## src/rtl/dm_pkg.sv

```systemverilog
// Shared definitions for the dm_pipe data-memory block: access-size op codes and default depth.
package dm_pkg;

  localparam int DEFAULT_DEPTH = 128;

  typedef enum logic [2:0] {
    OP_W  = 3'b000,
    OP_B  = 3'b001,
    OP_BU = 3'b010,
    OP_H  = 3'b011,
    OP_HU = 3'b100
  } op_t;

endpackage

```

## src/rtl/dm_lane_fmt.sv

```systemverilog
// Combinational lane formatter: store byte enables and replicated write data, misalignment check,
// and load lane extraction with sign/zero extension. No state, zero latency, no flow control.
module dm_lane_fmt
  import dm_pkg::*;
(
  input  op_t         op,
  input  logic [1:0]  lane,
  input  logic [31:0] wdata,
  input  op_t         ld_op,
  input  logic [1:0]  ld_lane,
  input  logic [31:0] ld_word,
  output logic [3:0]  be,
  output logic [31:0] wr_word,
  output logic        misalign,
  output logic [31:0] ld_data
);

  logic [31:0] ld_shift;
  logic [7:0]  ld_byte;
  logic [15:0] ld_half;

  always_comb begin
    be       = 4'b1111;
    wr_word  = wdata;
    misalign = 1'b0;
    case (op)
      OP_B, OP_BU: begin
        be      = 4'b0001 << lane;
        wr_word = {4{wdata[7:0]}};
      end
      OP_H, OP_HU: begin
        be       = lane[1] ? 4'b1100 : 4'b0011;
        wr_word  = {2{wdata[15:0]}};
        misalign = lane[0];
      end
      default: misalign = (lane != 2'b00);
    endcase
  end

  assign ld_shift = ld_word >> {ld_lane, 3'b000};
  assign ld_byte  = ld_shift[7:0];
  assign ld_half  = ld_lane[1] ? ld_word[31:16] : ld_word[15:0];

  always_comb begin
    ld_data = ld_word;
    case (ld_op)
      OP_B:    ld_data = {{24{ld_byte[7]}}, ld_byte};
      OP_BU:   ld_data = {24'h0, ld_byte};
      OP_H:    ld_data = {{16{ld_half[15]}}, ld_half};
      OP_HU:   ld_data = {16'h0, ld_half};
      default: ld_data = ld_word;
    endcase
  end

endmodule

```

## src/rtl/dm_pipe.sv

```systemverilog
// Byte-addressed data memory with a one-entry response register: 1-cycle accept-to-response latency.
// req_ready drops while a response is held and unconsumed; a response stays stable until taken.
module dm_pipe
  import dm_pkg::*;
#(
  parameter int DEPTH = DEFAULT_DEPTH,
  parameter int AW    = $clog2(DEPTH) + 2
) (
  input  logic          clk,
  input  logic          rstn,
  input  logic          req_valid,
  output logic          req_ready,
  input  logic          req_we,
  input  logic [2:0]    req_op,
  input  logic [AW-1:0] req_addr,
  input  logic [31:0]   req_wdata,
  output logic          rsp_valid,
  input  logic          rsp_ready,
  output logic [31:0]   rsp_rdata,
  output logic          rsp_err
);

  logic          alive;
  logic          accept;
  logic          wr_en;
  logic          rd_en;
  logic [AW-3:0] idx;
  logic [3:0]    be;
  logic [31:0]   wr_word;
  logic          misalign;
  logic [31:0]   ld_data;
  logic [31:0]   rd_word;
  logic          rsp_load;
  op_t           rsp_op;
  logic [1:0]    rsp_lane;

  logic [3:0][7:0] mem [DEPTH];

  // alive holds off acceptance on the edge where rstn releases
  assign req_ready = alive && (!rsp_valid || rsp_ready);
  assign accept    = req_valid && req_ready;
  assign idx       = req_addr[AW-1:2];
  assign wr_en     = accept && req_we && !misalign;
  assign rd_en     = accept && !req_we;

  dm_lane_fmt u_fmt (
    .op       (op_t'(req_op)),
    .lane     (req_addr[1:0]),
    .wdata    (req_wdata),
    .ld_op    (rsp_op),
    .ld_lane  (rsp_lane),
    .ld_word  (rd_word),
    .be       (be),
    .wr_word  (wr_word),
    .misalign (misalign),
    .ld_data  (ld_data)
  );

  always_ff @(posedge clk) begin
    if (wr_en) begin
      for (int b = 0; b < 4; b++) begin
        if (be[b]) mem[idx][b] <= wr_word[b*8 +: 8];
      end
    end
    if (rd_en) rd_word <= mem[idx];
  end

  always_ff @(posedge clk or negedge rstn) begin
    if (!rstn) begin
      alive     <= 1'b0;
      rsp_valid <= 1'b0;
      rsp_err   <= 1'b0;
      rsp_load  <= 1'b0;
      rsp_op    <= OP_W;
      rsp_lane  <= 2'b00;
    end else begin
      alive <= 1'b1;
      if (accept) begin
        rsp_valid <= 1'b1;
        rsp_err   <= misalign;
        rsp_load  <= !req_we && !misalign;
        rsp_op    <= op_t'(req_op);
        rsp_lane  <= req_addr[1:0];
      end else if (rsp_ready) begin
        rsp_valid <= 1'b0;
        rsp_err   <= 1'b0;
        rsp_load  <= 1'b0;
      end
    end
  end

  assign rsp_rdata = rsp_load ? ld_data : 32'h0;

endmodule

```

## config.mk

```make
export PLATFORM = sky130hd
export DESIGN_NAME = dm_pipe
export DESIGN_NICKNAME = d
export VERILOG_FILES = /design/src/rtl/dm_pkg.sv /design/src/rtl/dm_lane_fmt.sv /design/src/rtl/dm_pipe.sv
export SDC_FILE = /design/constraint.sdc
export NUM_CORES = 2
export LEC_CHECK = 0
export CORE_UTILIZATION = 55
export CTS_CLUSTER_SIZE = 28
export DETAILED_ROUTE_END_ITERATION = 10
export PLACE_DENSITY = 0.68
export SLEW_MARGIN = 20
export SYNTH_ARGS = -nofsm -noshare
export SYNTH_HDL_FRONTEND = slang
export SYNTH_SLANG_ARGS = --single-unit
```

## constraint.sdc

```tcl
create_clock -name clk -period 3.9 [get_ports clk]
set_clock_uncertainty 0.15 [all_clocks]
set_input_delay 0.39 -clock clk [delete_from_list [all_inputs] [get_ports clk]]
set_output_delay 0.39 -clock clk [all_outputs]
set_load 0.03 [all_outputs]
```

## Yosys cells after proc, flatten, opt, wreduce, memory -nomap -nowiden

Memory sizes are Yosys's and may differ from the RTL's. A register that Yosys moved wholly into a read port is not among the register bits.
Index checks and enable logic that the tools add are counted.
Widths: inputs -> output; s select.

- Bits in registers: 9
- Memory bits (writable): 4096
- Input port bits: 49
- Output and inout port bits: 35
- Logic and storage cells: 54
- Memories kept: 1

- Equal/unequal tests: 8
- Shift operators: 2
- Mux-type cells: 23
- Reductions and logical operators: 14

Memory list:

| memory | depth | width | read ports | clocked after Yosys merged registers in | wr ports | line | RTL |
|---|---|---|---|---|---|---|---|
| mem | 128 | 32 | 1 | 1 | 1 | dm_pipe.sv:37 | `logic [3:0][7:0] mem [DEPTH];` |

Operators by type and width:

| kind | number |
|---|---|
| $pmux 32 s4 | 1 |
| $pmux 32 s2 | 1 |
| $mux 32 | 1 |
| $shr 32x5->8 | 1 |
| $mux 1 | 16 |
| $mux 16 | 1 |
| $eq 3x2->1 const B | 4 |
| $pmux 4 s2 | 1 |
| $eq 3x1->1 const B | 2 |
| $eq 3x3->1 const B | 2 |
| $logic_and 1x1->1 | 6 |
| $mux 4 | 1 |
| $reduce_bool 2->1 | 2 |
| $reduce_or 2->1 | 2 |
| $shl 1x2->4 const A | 1 |
| $logic_not 1->1 | 3 |
| $pmux 1 s2 | 1 |
| $logic_or 1x1->1 | 1 |

## Depth between registers and ports, before layout

- Depth after elaboration: 8
- Gate-level depth with buffers: 10
- Depth with buffers taken out: 5

## By module

From an unflattened synthesis, not the netlist that was laid out.

- Cell total of the unflattened synthesis: 9772
- Area, all modules: 161678.8 um^2

Modules (own cells, without submodules):

| module | times used | cells an instance | area an instance (um^2) | seq. area each (um^2) |
|---|---|---|---|---|
| dm_pipe | 1 | 9578 | 160297.5 | 124184.1 |
| dm_lane_fmt | 1 | 194 | 1381.3 | 0.0 |

## Worst setup path after synthesis

Ideal clock, no wire load.

- Path kind: input to register
- Start: in req_op[0]
- End: mem mem[0][25] (netlist bit) (data pin)
- Setup time: 1197 ps
- Data arrival time: 6334 ps
- Required time: 2553 ps
- Setup slack: -3781 ps
- Stages on the path: 5
- Buffers on the path: 2
- Cell sequence: clkbuf_1 > or2_2 > clkbuf_1 > mux2i_1 > o21ai_0

- Longest elaborated chain between the ends: 3
- Elaborated cells on any way between the ends: 7
- Classes of those cells: 4 x eq/ne; 1 x mux; 2 x reduce/logical

RTL lines:

| element | line | RTL |
|---|---|---|
| from (decl) | dm_pipe.sv:14 | `input logic [2:0] req_op,` |
| $eq 3x2->1 (tied with other cells) | dm_lane_fmt.sv:26 | `case (op)` |
| $reduce_or 2->1 | dm_lane_fmt.sv:26 |  |
| $pmux 32 s2 * | dm_lane_fmt.sv:26 |  |
| via u_fmt.wr_word[25] | dm_lane_fmt.sv:13 | `output logic [31:0] wr_word,` |
| to (decl) | dm_pipe.sv:37 |  |

The timed path passes the listed nets; every way through them passes the cells marked *.

## Worst setup path after layout

- Start: reg rsp_op[1]
- End: out rsp_rdata[5]

- Longest elaborated chain between the ends: 3
- Elaborated cells on any way between the ends: 6
- Classes of those cells: 4 x eq/ne; 2 x mux

RTL lines:

| element | line | RTL |
|---|---|---|
| from (decl) | dm_pipe.sv:34 | `op_t rsp_op;` |
| from (signal assigned) | dm_pipe.sv:82 | `rsp_op <= op_t'(req_op);` |
| $eq 3x3->1 (tied with other cells) | dm_lane_fmt.sv:46 | `case (ld_op)` |
| $pmux 32 s4 * | dm_lane_fmt.sv:46 |  |
| $mux 32 * | dm_pipe.sv:92 | `assign rsp_rdata = rsp_load ? ld_data : 32'h0;` |
| to (decl) | dm_pipe.sv:19 | `output logic [31:0] rsp_rdata,` |

Mark *: on every way between the ends. The rest lies on a longest branch, timed or not.

==> run_results.csv <==
group,metric,value,unit
worst_setup_path,critical_path_class,"reg2out",
worst_setup_path,r2r_slack,0.73,ns
route,drc,0,
worst_setup_path,endpoint_kind,"primary output",
worst_setup_path,r2r_start,"rsp_valid",
route,via_per_inst,6.63,
worst_setup_path,reg2reg_depth,5,
sta,maxSlewHeadroom,0.159,
floorplanning,die_y,542,um
clock_tree,h-tree-depth,5,
worst_setup_path,arrival,3.32,ns
sta,tightest_slew,1.26,ns
placed_design,place_ws,-0.0365,ns
placed_design,portBuffers,83,
pwr,switchingPower,20500,uW
sta,tns,0,ns
final_layout,fin_nets,7828,
clock_tree,clkSlewWorstSetupHoldPaths,0.07,ns
synth,syn_area_per_cell,23.6,sq um
placed_design,dp_hpwl,300,mm
sta,whs,0.187,ns
final_layout,final_util,0.643,
worst_hold_path,min_to,"rd_word[18]",
clock_tree,clock_latency,0.99,ns
synth,syn_inst,6798,
clock_tree,clkSinkCount,4137,
route,via_count,79800,
job,drv_cap,0,
sta,min_period,3.86,ns
pwr,vdd_drop_max,0.000440,V
run_status,outcome,"finished clean",
floorplanning,start_util,0.553,
final_layout,drive_gt1_frac,0.369,
synth,synth_nets,6847,
global_route,grt_first_pass_wirelength,621,mm
route,ant_nets,0,
clock_tree,cts.path.max_buffers,4,
floorplanning,core_area,291000,sq um
pwr,switching_share,0.218,
synth,synthesis.area,161000,sq um
clock_tree,clock-root-buffer,"clkbuf_16",
global_route,grt_overflow_total,0,
synth,synth_edf_count,4128,
worst_setup_path,critPathLaunchType,"register",
clock_tree,cts_tree,"yes",
pwr,p_leak,0.0588,uW
placed_design,place.gp.congestion,0.934,
floorplanning,fp.dieW,542,um
sta,setup_slack,0.0430,ns
floorplanning,dieArea,294000,sq um
pwr,powerDensity,503,nW/um^2
route,drt_pre_antenna_iters,7,
worst_setup_path,timing.rr.end,"mem[82][24]",
route,totalWireLength,447,mm
global_route,grt_usage,0.307,
worst_hold_path,worstHoldStart,"req_addr[5]",
worst_setup_path,path_max_fanout,8,
synth,synth_ff_type,"edfxtp_1",
synth,synth_seq_area_share,0.773,
final_layout,fillers,18600,
sta,slew_viol_final,0,
floorplanning,placementRows,198,
pwr,seqPwrFrac,0.527,
synth,ys_ff_latch,4137,
pwr,p_int,73500,uW
global_route,grt_pass1_vias,78900,
pwr,p_clk_frac,0.410,
worst_setup_path,worst_ep_required_time,3.36,ns
sta,fin_crit_sh,0.989,
worst_hold_path,worstHoldPathCells,3,
final_layout,final_common_cell,"edfxtp_1",
final_layout,mostFrequentLayoutCells,"4128 x edfxtp_1, 1345 x mux4_2, 779 x buf_4, 424 x nor2_1, 405 x clkbuf_16",
global_route,antenna_found_initial,43,
synth,async_flop_share,0.00218,
pwr,share_comb_of_total_power,0.063,
route,drt-initial-drc-count,11400,
clock_tree,cts_made_buffers,404,
worst_hold_path,hp-class,"in2reg",
sta,fmax,0.259,GHz
sta,finalSetupViolCount,0,
global_route,grt_max_degree,129,
final_layout,area_growth,16.3,%
synth,synthDistinctLibCells,39,
synth,ys_warn_count,0,
sta,hold_violations,0,
route,wl_per_cell,37.1,um
floorplanning,ios,84,
pwr,finalPower,94000,uW
==> state kept, by name (all words and copies together), names as in the netlist <==
register	cells
rsp_err	1
rsp_load	1
rsp_op	3
rd_word	32
alive	1
rsp_valid	1
mem	4096
rsp_lane	2
==> kinds of logic after synthesis <==
group                     count (synthesis)  synth area share
AOI/OAI and AO/OA                        83           0.00375
xor gates and xnor gates                  9          0.000491
buffers and inverters                   414            0.0104
DFF                                    4137             0.773
muxes                                  1413             0.193
other                                     1         0.0000233
and+or+nand+nor                         741            0.0189
==> stage by stage <==
step | cell area [sq um] | std cells
floorplan | 161000 | 6798
global route | 187000 | 12000
global placement | 173000 | 11300
finish | 187000 | 12000
CTS | 187000 | 12000
detailed placement | 173000 | 11300
==> power groups by stage <==
| stage | Combinational, uW | Clock (uW) | Sequential (uW) |
|---|---|---|---|
| after floorplan | 3130 | 0 | 50500 |
| after global placement | 5720 | 0 | 50500 |
| after detailed placement | 5870 | 0 | 50500 |
| after CTS | 5890 | 38900 | 49500 |
| after global routing | 6100 | 40500 | 49500 |
| final | 5910 | 38600 | 49600 |
==> synthesized netlist by cell type, types with 2 or more instances <==
cell type | number | area [sq um]
o211a_1 | 7 | 70.1
mux2i_1 | 14 | 140
or3_1 | 6 | 37.5
mux2_2 | 54 | 608
buf_2 | 93 | 465
nor2_1 | 432 | 1620
o221a_2 | 8 | 90.1
clkbuf_1 | 274 | 1030
nand2b_1 | 13 | 81.3
o22ai_1 | 16 | 100
o21a_1 | 19 | 143
and2_1 | 3 | 18.8
buf_1 | 41 | 154
nand3_1 | 3 | 15.0
and3_1 | 2 | 12.5
xor2_1 | 3 | 26.3
xnor2_1 | 6 | 52.6
inv_1 | 5 | 18.8
dfrtp_1 | 9 | 225
edfxtp_1 | 4128 | 124000
nor3_1 | 135 | 676
a21oi_1 | 13 | 65.1
or2_2 | 3 | 18.8
o32ai_1 | 2 | 17.5
nand4_1 | 2 | 12.5
mux4_2 | 1345 | 30300
o21ai_0 | 11 | 55.1
nand2_1 | 140 | 526
==> worst max-delay path, stage by stage, from the launching register on <==
cell and delay, ns:
dfrtp_1 0.48, or3b_2 0.58, o211ai_1 0.14, buf_4 0.19
a21oi_1 0.07, o22ai_1 0.18, o211a_1 0.30, clkdlybuf4s15_1 0.41
==> cell type report <==
class,instances,area [sq um],area share
clock buffer,469,10400,0.0555
inverter,5,18.8,0.000100
antenna,44,110,0.000589
timing repair buffer,984,9390,0.0502
tap,3900,4880,0.0261
multi-input combinational,2247,35200,0.189
clock inverter,253,2640,0.0141
sequential,4137,124000,0.665
==> what timing repair did <==
item | in CTS | in global routing
hold endpoints to repair | 255 | 0
endpoints found under the setup margin | 23 | 8
buffers inserted | 2 | 0
gates resized for setup | 13 | 8
hold buffers | 10 | 0
==> routing by layer <==
layer	GRT usage	wire length [um]	vias to the layer above
met5	0.00329	380	-
met4	0.151	24600	44
met3	0.0856	54800	942
met2	0.463	209000	5140
met1	0.418	159000	42600
li1	-	-	31100
==> how the worst max path moves through the flow <==
stage          cells past startpoint       from            to
2_1_floorplan                      7  req_op[2]    mem[0][28]
3_3_place_gp                       7  req_op[1]   mem[29][26]
3_5_place_dp                       6  req_op[1]   mem[68][24]
4_1_cts                            7  rsp_op[2]  rsp_rdata[5]
5_1_grt                            7  rsp_op[2]  rsp_rdata[6]
6_report                           7  rsp_op[1]  rsp_rdata[5]
(Power assumes the default switching activity.)
